<file path="config.mk">
export PLATFORM = sky130hd
export DESIGN_NAME = mem_stage
export DESIGN_NICKNAME = d
export VERILOG_FILES = /design/src/rtl/mem_stage.sv
export SDC_FILE = /design/constraint.sdc
export NUM_CORES = 1
export LEC_CHECK = 0
export ABC_AREA = 1
export ABC_CLOCK_PERIOD_IN_PS = 1800
export CORE_UTILIZATION = 40
export CTS_CLUSTER_DIAMETER = 30
export DETAILED_ROUTE_END_ITERATION = 6
export DONT_BUFFER_PORTS = 1
export PLACE_DENSITY = 0.52
export SYNTH_ARGS = -nofsm -noshare
export SYNTH_HDL_FRONTEND = slang
export SYNTH_SLANG_ARGS = --single-unit
export TNS_END_PERCENT = 5
</file>
<file path="constraint.sdc">
create_clock -name CLK -period 1.8 [get_ports CLK]
set_input_delay 0.18 -clock CLK [delete_from_list [all_inputs] [get_ports CLK]]
set_output_delay 0.18 -clock CLK [all_outputs]
set_load 0.02 [all_outputs]
</file>
<file path="src/rtl/mem_stage.sv">
// MEM stage of the five-stage MIPS pipeline: data-cache request, memory stall,
// registered MEM/WB outputs and stall/retire performance counters.
module mem_stage #(
  parameter int unsigned STALL_CNT_W = 32,
  parameter int unsigned RET_CNT_W   = 32
) (
  input  logic                   CLK,
  input  logic                   nRST,
  input  logic                   em_valid,
  input  logic                   em_hold,
  input  logic                   em_dREN,
  input  logic                   em_dWEN,
  input  logic                   em_MemtoReg,
  input  logic                   em_RegWr,
  input  logic                   em_lui,
  input  logic                   em_jal,
  input  logic                   em_halt,
  input  logic [31:0]            em_alu_out,
  input  logic [31:0]            em_rdat2,
  input  logic [31:0]            em_pcplusfour,
  input  logic [15:0]            em_imm,
  input  logic [4:0]             em_dest_reg,
  input  logic                   dhit,
  input  logic [31:0]            dmemload,
  output logic                   dmemREN,
  output logic                   dmemWEN,
  output logic [31:0]            dmemaddr,
  output logic [31:0]            dmemstore,
  output logic                   mem_stall,
  output logic                   wb_valid,
  output logic                   wb_RegWr,
  output logic                   wb_halt,
  output logic [4:0]             wb_dest_reg,
  output logic [31:0]            wb_wdat,
  output logic [STALL_CNT_W-1:0] stall_cnt,
  output logic [RET_CNT_W-1:0]   retire_cnt
);

  typedef enum logic [1:0] {
    RUN    = 2'd0,
    DONE   = 2'd1,
    HALTED = 2'd2
  } state_t;

  state_t      state, state_next;
  logic        is_mem;
  logic        access;
  logic        complete;
  logic [31:0] wdat_sel;

  always_ff @(posedge CLK or negedge nRST) begin
    if (!nRST) state <= RUN;
    else       state <= state_next;
  end

  always_comb begin
    is_mem     = em_dREN | em_dWEN;
    access     = 1'b0;
    complete   = 1'b0;
    state_next = state;
    dmemREN    = 1'b0;
    dmemWEN    = 1'b0;
    mem_stall  = 1'b0;
    dmemaddr   = em_alu_out;
    dmemstore  = em_rdat2;

    case (state)
      RUN: begin
        access    = em_valid & is_mem;
        complete  = em_valid & (~is_mem | dhit);
        // store wins when both enables are set
        dmemWEN   = access & em_dWEN;
        dmemREN   = access & em_dREN & ~em_dWEN;
        mem_stall = access & ~dhit;
        if (complete && em_halt)      state_next = HALTED;
        else if (complete && em_hold) state_next = DONE;
      end
      DONE: begin
        if (!em_hold) state_next = RUN;
      end
      HALTED: state_next = HALTED;
      default: state_next = RUN;
    endcase
  end

  always_comb begin
    if (em_lui)           wdat_sel = {em_imm, 16'h0000};
    else if (em_jal)      wdat_sel = em_pcplusfour;
    else if (em_MemtoReg) wdat_sel = dmemload;
    else                  wdat_sel = em_alu_out;
  end

  always_ff @(posedge CLK or negedge nRST) begin
    if (!nRST) begin
      wb_valid    <= 1'b0;
      wb_RegWr    <= 1'b0;
      wb_halt     <= 1'b0;
      wb_dest_reg <= '0;
      wb_wdat     <= '0;
    end else if (complete) begin
      wb_valid    <= 1'b1;
      wb_RegWr    <= em_RegWr;
      wb_dest_reg <= em_dest_reg;
      wb_wdat     <= wdat_sel;
      if (em_halt) wb_halt <= 1'b1;
    end else begin
      wb_valid <= 1'b0;
      wb_RegWr <= 1'b0;
    end
  end

  always_ff @(posedge CLK or negedge nRST) begin
    if (!nRST) begin
      stall_cnt  <= '0;
      retire_cnt <= '0;
    end else begin
      if (mem_stall && (stall_cnt != '1)) stall_cnt <= stall_cnt + STALL_CNT_W'(1);
      if (complete) retire_cnt <= retire_cnt + RET_CNT_W'(1);
    end
  end

endmodule

</file>
# Word level (Yosys, flattened, before mapping)
# Index checks and enable logic that the tools add are counted.
[classes]
addsub = 2
eq_ne = 5
n_reduce_logical = 6
muxes = 13
n_bitwise = 11
[op_table]
columns = ["cell", "count"]
rows = [
  ["$mux W32", 3],
  ["$add A32 B1 Y32 const B", 2],
  ["$ne A32 B32 Y1 const B", 1],
  ["$and A1 B1 Y1", 6],
  ["$mux W1", 6],
  ["$mux W2", 3],
  ["$pmux W2 S3", 1],
  ["$reduce_and A2 Y1", 2],
  ["$logic_and A1 B1 Y1", 3],
  ["$ne A3 B3 Y1 const B", 1],
  ["$not A1 Y1", 3],
  ["$eq A2 B1 Y1 const B", 1],
  ["$eq A2 B2 Y1 const B", 1],
  ["$logic_not A2 Y1", 1],
  ["$ne A2 B2 Y1 const B", 1],
  ["$or A1 B1 Y1", 2],
]
[totals]
register_bits = 106
input_bits = 161
elab_cells = 45
output_inout_bits = 171

# Logic depth before layout (Yosys ltp)
# Gate-level depths: netlist of the first run.
[depth]
word_depth = 8
mapped_depth = 11
ltp_nobuf = 10

# Worst setup path after synthesis of the first run
# OpenSTA, ideal clock, no wires.
[synth_path]
path_kind = "register -> register"
start = "reg stall_cnt[0]"
end = "reg stall_cnt[19]"
path_buffers = 1
setup_slack_ns = 0.085
setup_time_ns = 0.117
required_time_ns = 1.683
path_stages_with_launch = 12
t_arrival_ns = 1.598
cell_sequence = "dfrtp_1 > ha_1 > nand2_1 > nor2_4 > nand2_2 > nor2_4 > nand2_4 > nand2_8 > inv_4 > buf_6 > nand2_1 > nand2_1"
[synth_between]
elab_chain_len = 2
word_cells_on_any_way = 3
[synth_rtl]
columns = ["element", "line_no", "text"]
rows = [
  ["start, declared", "35", "output logic [STALL_CNT_W-1:0] stall_cnt,"],
  ["start signal, assigned", "117", "if (mem_stall && (stall_cnt != '1)) stall_cnt <= stall_cnt + STALL_CNT_W'(1);"],
  ["parallel branches: the longest is 2 deep, another holds $add A32 B1 Y32", "n/a", ""],
]
# Several ways; the timed one is not identified.
# A chain may end at the register's enable or synchronous reset.

# Worst setup path in the final report of the first run
[layout_path]
start = "reg state[0]"
end = "out mem_stall"
[layout_between]
elab_chain_len = 2
[layout_rtl]
columns = ["element", "line_no", "text"]
rows = [
  ["start, declared", "45", "state_t state, state_next;"],
  ["start signal, assigned", "53", "else state <= state_next;"],
  ["$logic_not A2 Y1", "67", "case (state)"],
  ["$mux W1", "67", ""],
  ["end, declared", "29", "output logic mem_stall,"],
]
# Every way passes these cells.

==> results of run 1 <==
-- how the worst max path moves through the flow --
| stage | start | end | slack (ns) | cells past startpoint |
|---|---|---|---|---|
| final | state[0] | mem_stall | 0.09 | 4 |
| after global routing | state[0] | retire_cnt[6] | 0.003 | 8 |
| after CTS | state[0] | mem_stall | 0.09 | 4 |
| after detailed placement | stall_cnt[1] | stall_cnt[25] | 0.12 | 8 |
| after global placement | retire_cnt[0] | retire_cnt[18] | 0.12 | 8 |
| after floorplan | stall_cnt[0] | stall_cnt[19] | 0.09 | 11 |
-- critical path, cell delays in order, from the launching register on --
cell	delay (ns)
dfrtp_1	0.40
inv_2	0.08
nand3_2	0.15
nor2_4	0.31
buf_4	0.22
-- cell families (layout without fill, tap and decap cells) --
family / Yosys count / in the layout / share of synthesized area [%]
fa+ha+maj: 2 / 2 / 0.364
buf+inv: 155 / 187 / 12.4
compound gates: 67 / 67 / 5.58
xor+xnor: 27 / 27 / 3.44
simple gates: 640 / 640 / 39.7
flops: 106 / 106 / 38.5
-- per-layer routing --
| metal | vias to the layer above | GRT usage (%) | part of all wire (%) |
|---|---|---|---|
| met5 | - | 0 | 0 |
| met1 | 2896 | 30.8 | 41 |
| met3 | 38 | 5.21 | 7.0 |
| met2 | 268 | 42.1 | 49 |
| li1 | 3160 | - | - |
| met4 | 0 | 10.1 | 2.6 |
-- synthesized netlist by cell type, types with 12 or more instances --
library cell	instances
buf_4	66
clkbuf_1	13
dfrtp_1	106
inv_1	58
nand2_1	380
nand3_1	100
nor2_1	108
nor2_2	12
o211ai_1	17
o21ai_0	27
o21ai_1	12
xnor2_1	12
xor2_1	15
-- area by class of cell --
| class | count | area [um2] | share of cell area [%] |
|---|---|---|---|
| clock buffer | 10 | 239 | 3.07 |
| clock inverter | 6 | 60.1 | 0.772 |
| inverter | 62 | 235 | 3.03 |
| multi-input combinational | 736 | 3390 | 43.7 |
| sequential | 106 | 2650 | 34.1 |
| tap | 220 | 275 | 3.54 |
| timing repair buffer | 109 | 918 | 11.8 |
-- power by group --
part / internal (mW) / leakage [nW] / switching, mW
logic: 0.0927 / 2.03 / 0.103
registers: 2.38 / 1.47 / 0
clock network: 1.01 / 0.140 / 1.01
-- what timing repair did --
item / CTS / global route
gates resized for setup: 0 / 3
hold endpoints to repair: 128 / 106
endpoints found under the setup margin: 0 / 10
buffers inserted: 0 / 1
-- per-stage QoR --
step                      util, %  cell area, um2  std cells  hold slack (ns)  total power [mW]
after floorplan                 -            6880        997           -0.116              2.75
after global placement       42.8            7160       1202           -0.113              2.56
after detailed placement     42.8            7160       1202           -0.113              2.57
after CTS                    46.4            7750       1248           -0.508              4.65
after global routing         46.6            7770       1249           -0.515              4.76
final                        46.6            7770       1249           -0.495              4.59
==> results by group, run 1 <==
Synthesis
  – Netlist cell types: 34
  – Ranking of synthesized cells by area: dfrtp_1, nand2_1, nand3_1
  – Ys async rst share: 100%
  – Ys Warns: 0
  – Largest area contributor in the netlist: dfrtp_1
  – Post-Syn Instances: between 900 and 1000
  – Share of the synthesized area in the top cell type: approximately two fifths
  – EDFF count, synth: 0
  – Syn_nets: 1160
  – Register area share after synthesis: 38.5%
  – Synthesized area per cell: ~6.9 um2
  – Syn Std Cell Area: roughly 0.0069 mm2
  – Yosys reg bits: ~110
  – Ys flop type: dfrtp_1

Power and ir drop
  – Worst IR drop on VDD: about 0.00047 V
  – P per Cell Area: between 500 and 600 mW/mm2
  – Lkg Pwr: 3.64 nW

Clocking
  – H-tree depth: 3
  – Root Buffer: clkbuf_16
  – Clk sinks: around 110
  – Post-CTS Hold Buffers: 30
  – CTS Buffer Depth: 2
  – Clock Latency Late Sink: 0.37 ns
  – Clk pin slew, worst setup/hold paths: around 0.09 ns
  – CTS tree: yes
  – CTS Buf Count: 9

Setup path
  – Nature of the critical path endpoint: output pin
  – WP data required: about 1.6 ns
  – Crit Path Max Fanout: 7
  – Worst-case reg-to-reg path depth: 8
  – Reg2reg start: stall_cnt[1]
  – Worst R2R End: stall_cnt[25]
  – CP arrival: roughly 1.5 ns
  – Worst reg-to-reg setup slack: around 0.16 ns
  – Startpoint Class: flip-flop
  – Setup CP Type: reg2out

Timing
  – Setup TNS: 0 ns
  – Final setup fails: 0
  – Fin crit share: a little over nine tenths
  – Final hold slack: -0.495 ns
  – Rel. slew slack: between 50 and 60%
  – Final Max Tran Viols: 0
  – Final setup skew: 0.0145 ns
  – Final setup margin: a little over 0.09 ns
  – RSZ-0062 raised after global routing: no
  – Hold Vio Cnt, Final: around 110
  – Period minus WS final: ~1.7 ns
  – Tightest Pin Transition: roughly 0.63 ns
  – Fmax: around 590 MHz

GRT
  – Gr ovfl total: 0
  – Pin count of the biggest net entering global routing: about 110
  – First-pass GRT wire length: around 34 mm
  – Vias in the first global route: 6052
  – Total track usage: between 20% and 30%
  – Antenna violations before repair: 0

Routing
  – Residual DRC count: 0
  – Via density per instance: about 5
  – DR iter-0 viols: 349
  – ANT nets after route: 0
  – Via count: 6362
  – Final WL: approximately 22 mm
  – Per-cell routed wire length: about 17 um
  – TritonRoute pass-1 iters: 6

Finish
  – Registers with the most flip-flops: retire_cnt: 32 flops, stall_cnt: 32 flops, wb_wdat: 32 flops
  – Filler cell count: 1748
  – Most common cell after layout, fill and taps aside: nand2_1
  – Layout Nets: ~1200
  – Most frequent cells in the layout: nand2_1, nor2_1, dfrtp_1
  – Inserted Diodes: 0
  – Layout area overhead: 13.0%
  – Fraction of layout instances using a drive strength above 1: roughly an eighth

Floorplan
  – Ports: between 300 and 400
  – Die width: 133 um
  – Die height: approximately 130 um
  – Rows: 47
  – Full die area: roughly 0.018 mm2
  – Core area: ~0.017 mm2
  – Starting density of the core: between 40% and 50%

Placement
  – IO buf count: 0
  – HPWL after DPL: roughly 17 mm
  – Gp weighted congestion: 0.936
  – Setup WS pre-CTS: 0.116 ns

Status
  – Status: finished, violations left
  – Failing checks: hold timing

Worst hold path
  – Hold crit path type: in2async

Run
  – Max-Cap Viols: 0
Power figures use the tool's default switching activity.
==> run 2: changes to the inputs <==
Settings changed: ABC_CLOCK_PERIOD_IN_PS 1800 to 2000.
Clock period 1.8 ns to 2 ns, I/O delays scaled along.
==> run 2 against run 1 <==
  * The flow still finishes with violations (hold timing)
  * Die area is the same
  * Combinational power is 18% lower
  * Count of clock-buffer cells in the layout fell by 1
  * Highest routed layer unchanged
  * Final cell count fell by 3.1%
  * Non-clock buffer count decreased by 40
  * Critical path depth is 4 higher
  * Sequential cell count did not move
  * Core utilization down 2.2 points
  * Power fell by 11%
  * Largest cell class unchanged
  * Clock power decreased by 12%
  * Final area down 4.7%
  * Critical endpoint is now stall_cnt[18]
==> results by group, run 2 (synthesis gave the netlist of run 1 again) <==
Status
  – Status: finished, violations left
  – Failing checks: hold timing

Clocking
  – Root Buffer: clkbuf_16
  – CTS tree: yes
  – Clock Latency Late Sink: 0.36 ns
  – H-tree depth: 3
  – CTS Buffer Depth: 2
  – Setup repair bufs after CTS: 0
  – Clk sinks: between 100 and 150
  – CTS Buf Count: 9
  – Clk pin slew, worst setup/hold paths: around 0.080 ns

Routing
  – Residual DRC count: 0
  – Via density per instance: ~5
  – TritonRoute pass-1 iters: 5
  – Final WL: 21.0 mm
  – ANT nets after route: 0
  – Met3 wire length: ~1.1 mm
  – Via count: between 6000 and 7000
  – M1 WL: 9.14 mm
  – Routed length on met2: between 10 and 15 mm
  – DR iter-0 viols: 474
  – Per-cell routed wire length: about 17 um
  – Top Metal Used: met4

GRT
  – Vias in the first global route: between 5000 and 6000
  – Antenna violations before repair: 1
  – First-pass GRT wire length: ~32 mm
  – Pin count of the biggest net entering global routing: 107
  – Gr ovfl total: 0
  – Total track usage: 23.9%

Timing
  – Hold Vio Cnt, Final: around 110
  – Setup TNS: 0 ns
  – Final hold slack: -0.480 ns
  – Rel. slew slack: between 60% and 70%
  – Fin crit share: around 92%
  – Fmax: approximately 540 MHz
  – RSZ-0062 raised after global routing: no
  – Period minus WS final: between 1.5 and 2 ns
  – Final Max Tran Viols: 0
  – Tightest Pin Transition: between 0.4 and 0.5 ns
  – Final setup skew: about 0.0094 ns
  – Final setup fails: 0

Power and ir drop
  – Lkg Pwr: 3.43 nW
  – Worst IR drop on VDD: 0.000387 V
  – P per Cell Area: approximately 550 mW/mm2

Finish
  – Most frequent cells in the layout: nand2_1, nor2_1, dfrtp_1
  – Layout Nets: ~1100
  – Registers with the most flip-flops: retire_cnt: 32 flops, stall_cnt: 32 flops, wb_wdat: 32 flops
  – Most common cell after layout, fill and taps aside: nand2_1
  – Fraction of layout instances using a drive strength above 1: about a tenth
  – Layout area overhead: 7.71%
  – Post-route cell area: around 0.0074 mm2

Run
  – Max-Cap Viols: 0

Setup path
  – WP data required: roughly 2.3 ns
  – Setup CP Type: reg2reg
  – Nature of the critical path endpoint: flip-flop
  – CP arrival: about 2.1 ns
  – Crit Path Max Fanout: 6
  – Startpoint Class: flip-flop
  – Worst-case reg-to-reg path depth: 8

Placement
  – DP Area: 0.00693 mm2
  – Gp weighted congestion: 0.881
  – IO buf count: 0
  – HPWL after DPL: ~16 mm

Floorplan
  – Full die area: 0.0177 mm2
  – Rows: between 40 and 50
  – Die height: 133 um
  – Die width: approximately 130 um
  – Starting density of the core: between 40% and 50%
  – Ports: about 330
  – Core area: approximately 0.017 mm2

Worst hold path
  – Hold crit path type: in2async
[run 2: cell count changes in the layout (fill, tap and decap cells not counted), sizes merged]
cell / change
diode: +1
clkinvlp: -1
dlygate4sd3: -10
buf: -30
inv: +2
clkbuf: -1
[run 2: metrics by stage]
stage	worst slack, ns	power (mW)	utilization, %	instances	hold WS, ns
finish	0.156	4.07	44.4	1210	-0.480
global route	0.0373	4.23	44.4	1210	-0.494
CTS	0.158	4.12	44.3	1208	-0.488
detailed placement	0.186	2.31	41.5	1173	-0.0927
global placement	0.221	2.31	41.5	1173	-0.0929
floorplan	0.285	2.48	-	997	-0.0956
[run 2: repair_timing]
| item | in CTS | in global routing |
|---|---|---|
| setup endpoints to repair | 0 | 3 |
| endpoints found under the hold margin | 121 | 107 |
| resized for setup | 0 | 1 |
| hold buffers | 19 | 1 |
[run 2: path summary, 6_finish.rpt]
check | from | end | slack (ns)
worst max-delay path | stall_cnt[0] | stall_cnt[18] | 0.16
worst min-delay path | nRST | retire_cnt[29] | -0.48
worst max register to register | stall_cnt[0] | stall_cnt[18] | 0.16
worst min register to register | state[0] | state[1] | 0.51
max in group asynchronous | nRST | stall_cnt[17] | 2.34
min in group CLK | em_dest_reg[4] | wb_dest_reg[4] | -0.01
[run 2: worst max-delay path, cell delays in order (launching register included)]
cell     delay, ns
dfrtp_1       0.45
ha_1          0.25
nand3_1       0.18
nor2_1        0.29
nand2_1       0.08
nor2_1        0.26
nand3_1       0.11
nand2_1       0.08
nand2_1       0.05
[run 2: report_power, final]
part	internal (mW)	leakage, nW	switching, mW	total (mW)
clock network	0.869	0.140	0.900	1.77
logic	0.0717	1.82	0.0882	0.160
registers	2.14	1.47	0	2.14
[run 2: layout make-up]
type                            instances  area [um2]
Sequential cell                       106        2650
Timing Repair Buffer                   69         581
Clock buffer                            9         225
Multi-Input combinational cell        736        3380
Clock inverter                          7        57.6
Tap cell                              220         275
Antenna cell                            1        2.50
Fill cell                            1798        9290
Inverter                               62         235
[run 2: routing by layer]
metal  up-vias  global-route usage (%)
met3        25                    4.53
met1      2798                    30.4
met5         -                       0
met2       238                    40.8
li1       3077                       -
met4         0                    7.45
==> run 3: changes to the inputs <==
Settings changed: ABC_CLOCK_PERIOD_IN_PS 2000 to 1600, PLACE_DENSITY 0.52 to 0.54.
Clock period 2 ns to 1.6 ns, I/O delays scaled along.
==> run 3 against run 2 <==
  * Clock skew is 0.0017 ns higher
  * Non-clock buffer count is 94 higher
  * Critical path type unchanged
  * Via count is 7.6% higher
  * Sequential cell count stayed put
  * The flow still finishes with violations (hold timing)
  * Fmax is 16% higher
  * Highest routed layer unchanged
  * Power is 31% higher
  * Largest power group unchanged
==> results by group, run 3 (synthesis gave the netlist of run 1 again) <==
Status
  – Status: finished, violations left
  – Failing checks: hold timing

Routing
  – DR iter-0 viols: roughly 390
  – TritonRoute pass-1 iters: 6
  – Residual DRC count: 0
  – Met3 wire length: approximately 1.3 mm
  – Per-cell routed wire length: about 17 um
  – Via density per instance: around 5
  – ANT nets after route: 0
  – Routed length on met2: 10.9 mm
  – Top Metal Used: met4
  – Via count: between 6000 and 7000
  – M1 WL: between 9 and 10 mm
  – Final WL: between 20 and 25 mm

Run
  – Max-Cap Viols: 0

Setup path
  – Nature of the critical path endpoint: flip-flop
  – Worst-case reg-to-reg path depth: 8
  – Setup CP Type: reg2reg
  – Startpoint Class: flip-flop
  – Reg2reg start: state[0]
  – Crit Path Max Fanout: 6
  – CP arrival: 1.83 ns
  – WP data required: 1.84 ns
  – Worst R2R End: stall_cnt[25]
  – Worst reg-to-reg setup slack: between 0.01 and 0.015 ns

GRT
  – Total track usage: 24.4%
  – First-pass GRT wire length: approximately 33 mm
  – Gr ovfl total: 0
  – Pin count of the biggest net entering global routing: roughly 110
  – Vias in the first global route: between 6000 and 7000
  – Antenna violations before repair: 1

Timing
  – Hold Vio Cnt, Final: between 100 and 150
  – Rel. slew slack: between 50% and 60%
  – Fmax: 629 MHz
  – Tightest Pin Transition: around 0.7 ns
  – Final hold slack: -0.514 ns
  – Fin crit share: ~99%
  – Period minus WS final: roughly 1.6 ns
  – Final setup fails: 0
  – Final setup skew: ~0.011 ns
  – Final Max Tran Viols: 0
  – Setup TNS: 0 ns
  – RSZ-0062 raised after global routing: yes

Clocking
  – Root Buffer: clkbuf_16
  – Clk sinks: about 110
  – CTS Buf Count: 9
  – Clk pin slew, worst setup/hold paths: 0.09 ns
  – CTS tree: yes
  – H-tree depth: 3
  – CTS Buffer Depth: 2
  – Clock Latency Late Sink: 0.36 ns
  – Post-CTS Hold Buffers: 39

Floorplan
  – Core area: 0.0167 mm2
  – Starting density of the core: between 40% and 50%
  – Rows: between 40 and 50
  – Die width: 133 um
  – Full die area: ~0.018 mm2
  – Ports: 332
  – Die height: around 130 um

Finish
  – Layout area overhead: 22.6%
  – Fraction of layout instances using a drive strength above 1: a little under a fifth
  – Inserted Diodes: 0
  – Most common cell after layout, fill and taps aside: nand2_1
  – Registers with the most flip-flops: retire_cnt: 32 flops, stall_cnt: 32 flops, wb_wdat: 32 flops
  – Layout Nets: 1241
  – Most frequent cells in the layout: nand2_1, buf_4, nand3_1

Worst hold path
  – Hold crit path type: in2async

Placement
  – Gp weighted congestion: 0.936
  – IO buf count: 0
  – HPWL after DPL: approximately 17 mm

Power and ir drop
  – Lkg Pwr: 3.95 nW
  – P per Cell Area: around 630 mW/mm2
  – Worst IR drop on VDD: roughly 0.00043 V
## run 3: cell count changes in the layout (fill, tap and decap cells not counted), moves of 5 or more
cell / before / now
dlygate4sd3_1: 20 / 39
buf_6: 0 / 6
nor2_1: 107 / 92
nand2_1: 379 / 374
dfrtp_2: 0 / 7
nor2_4: 5 / 19
buf_4: 48 / 114
dfrtp_1: 106 / 99
## run 3: worst max path at each step
stage | start | endpoint | slack (ns)
6_report | state[0] | stall_cnt[25] | 0.01
5_1_grt | state[0] | stall_cnt[25] | -0.14
4_1_cts | state[0] | mem_stall | -0.01
3_5_place_dp | state[1] | stall_cnt[18] | -0.04
3_3_place_gp | state[1] | stall_cnt[18] | -0.001
2_1_floorplan | stall_cnt[0] | stall_cnt[19] | 0.02
## run 3: worst max-delay path, cell delays in order (launching register included)
cell	delay (ns)
dfrtp_1	0.40
inv_2	0.09
nand2_1	0.06
nor2_2	0.17
nand2_2	0.14
nor3_4	0.34
nand3_1	0.12
nand2_1	0.09
nand2_1	0.05
## run 3: area by class of cell
type / instances / area [um2]
inverters: 62 / 241
clock inverters: 7 / 93.8
well taps: 220 / 275
flip-flops and latches: 106 / 2660
fillers: 1688 / 8270
multi-input cells: 736 / 3540
clock buffers: 9 / 225
repair buffers: 163 / 1390
## run 3: repair_timing
action,in CTS,in global routing
setup endpoints to repair,28,71
pin swaps,1,13
gates resized for setup,6,51
setup buffers,1,9
hold endpoints to repair,134,106
## run 3: report_power, final
part           total (mW)  switching, mW  leakage [nW]  internal [mW]
clock network        2.42           1.15         0.153           1.26
registers            2.68              0          1.45           2.68
logic               0.245          0.126          2.34          0.119
## run 3: metal layers
layer	vias up	track usage, %
li1	3270	-
met1	3043	30.3
met2	259	42.4
met3	35	4.07
met4	0	9.60
met5	-	0
## run 3: stage by stage
step | worst slack (ns) | util [%] | total power, mW | instances | instance area [um2]
global route | -0.141 | 50.5 | 5.53 | 1303 | 8440
detailed placement | -0.0429 | 44.7 | 2.89 | 1238 | 7470
CTS | -0.0113 | 49.1 | 5.39 | 1294 | 8200
finish | 0.0113 | 50.5 | 5.34 | 1303 | 8440
floorplan | 0.0156 | - | 3.10 | 997 | 6900
global placement | -0.00104 | 44.7 | 2.88 | 1238 | 7470
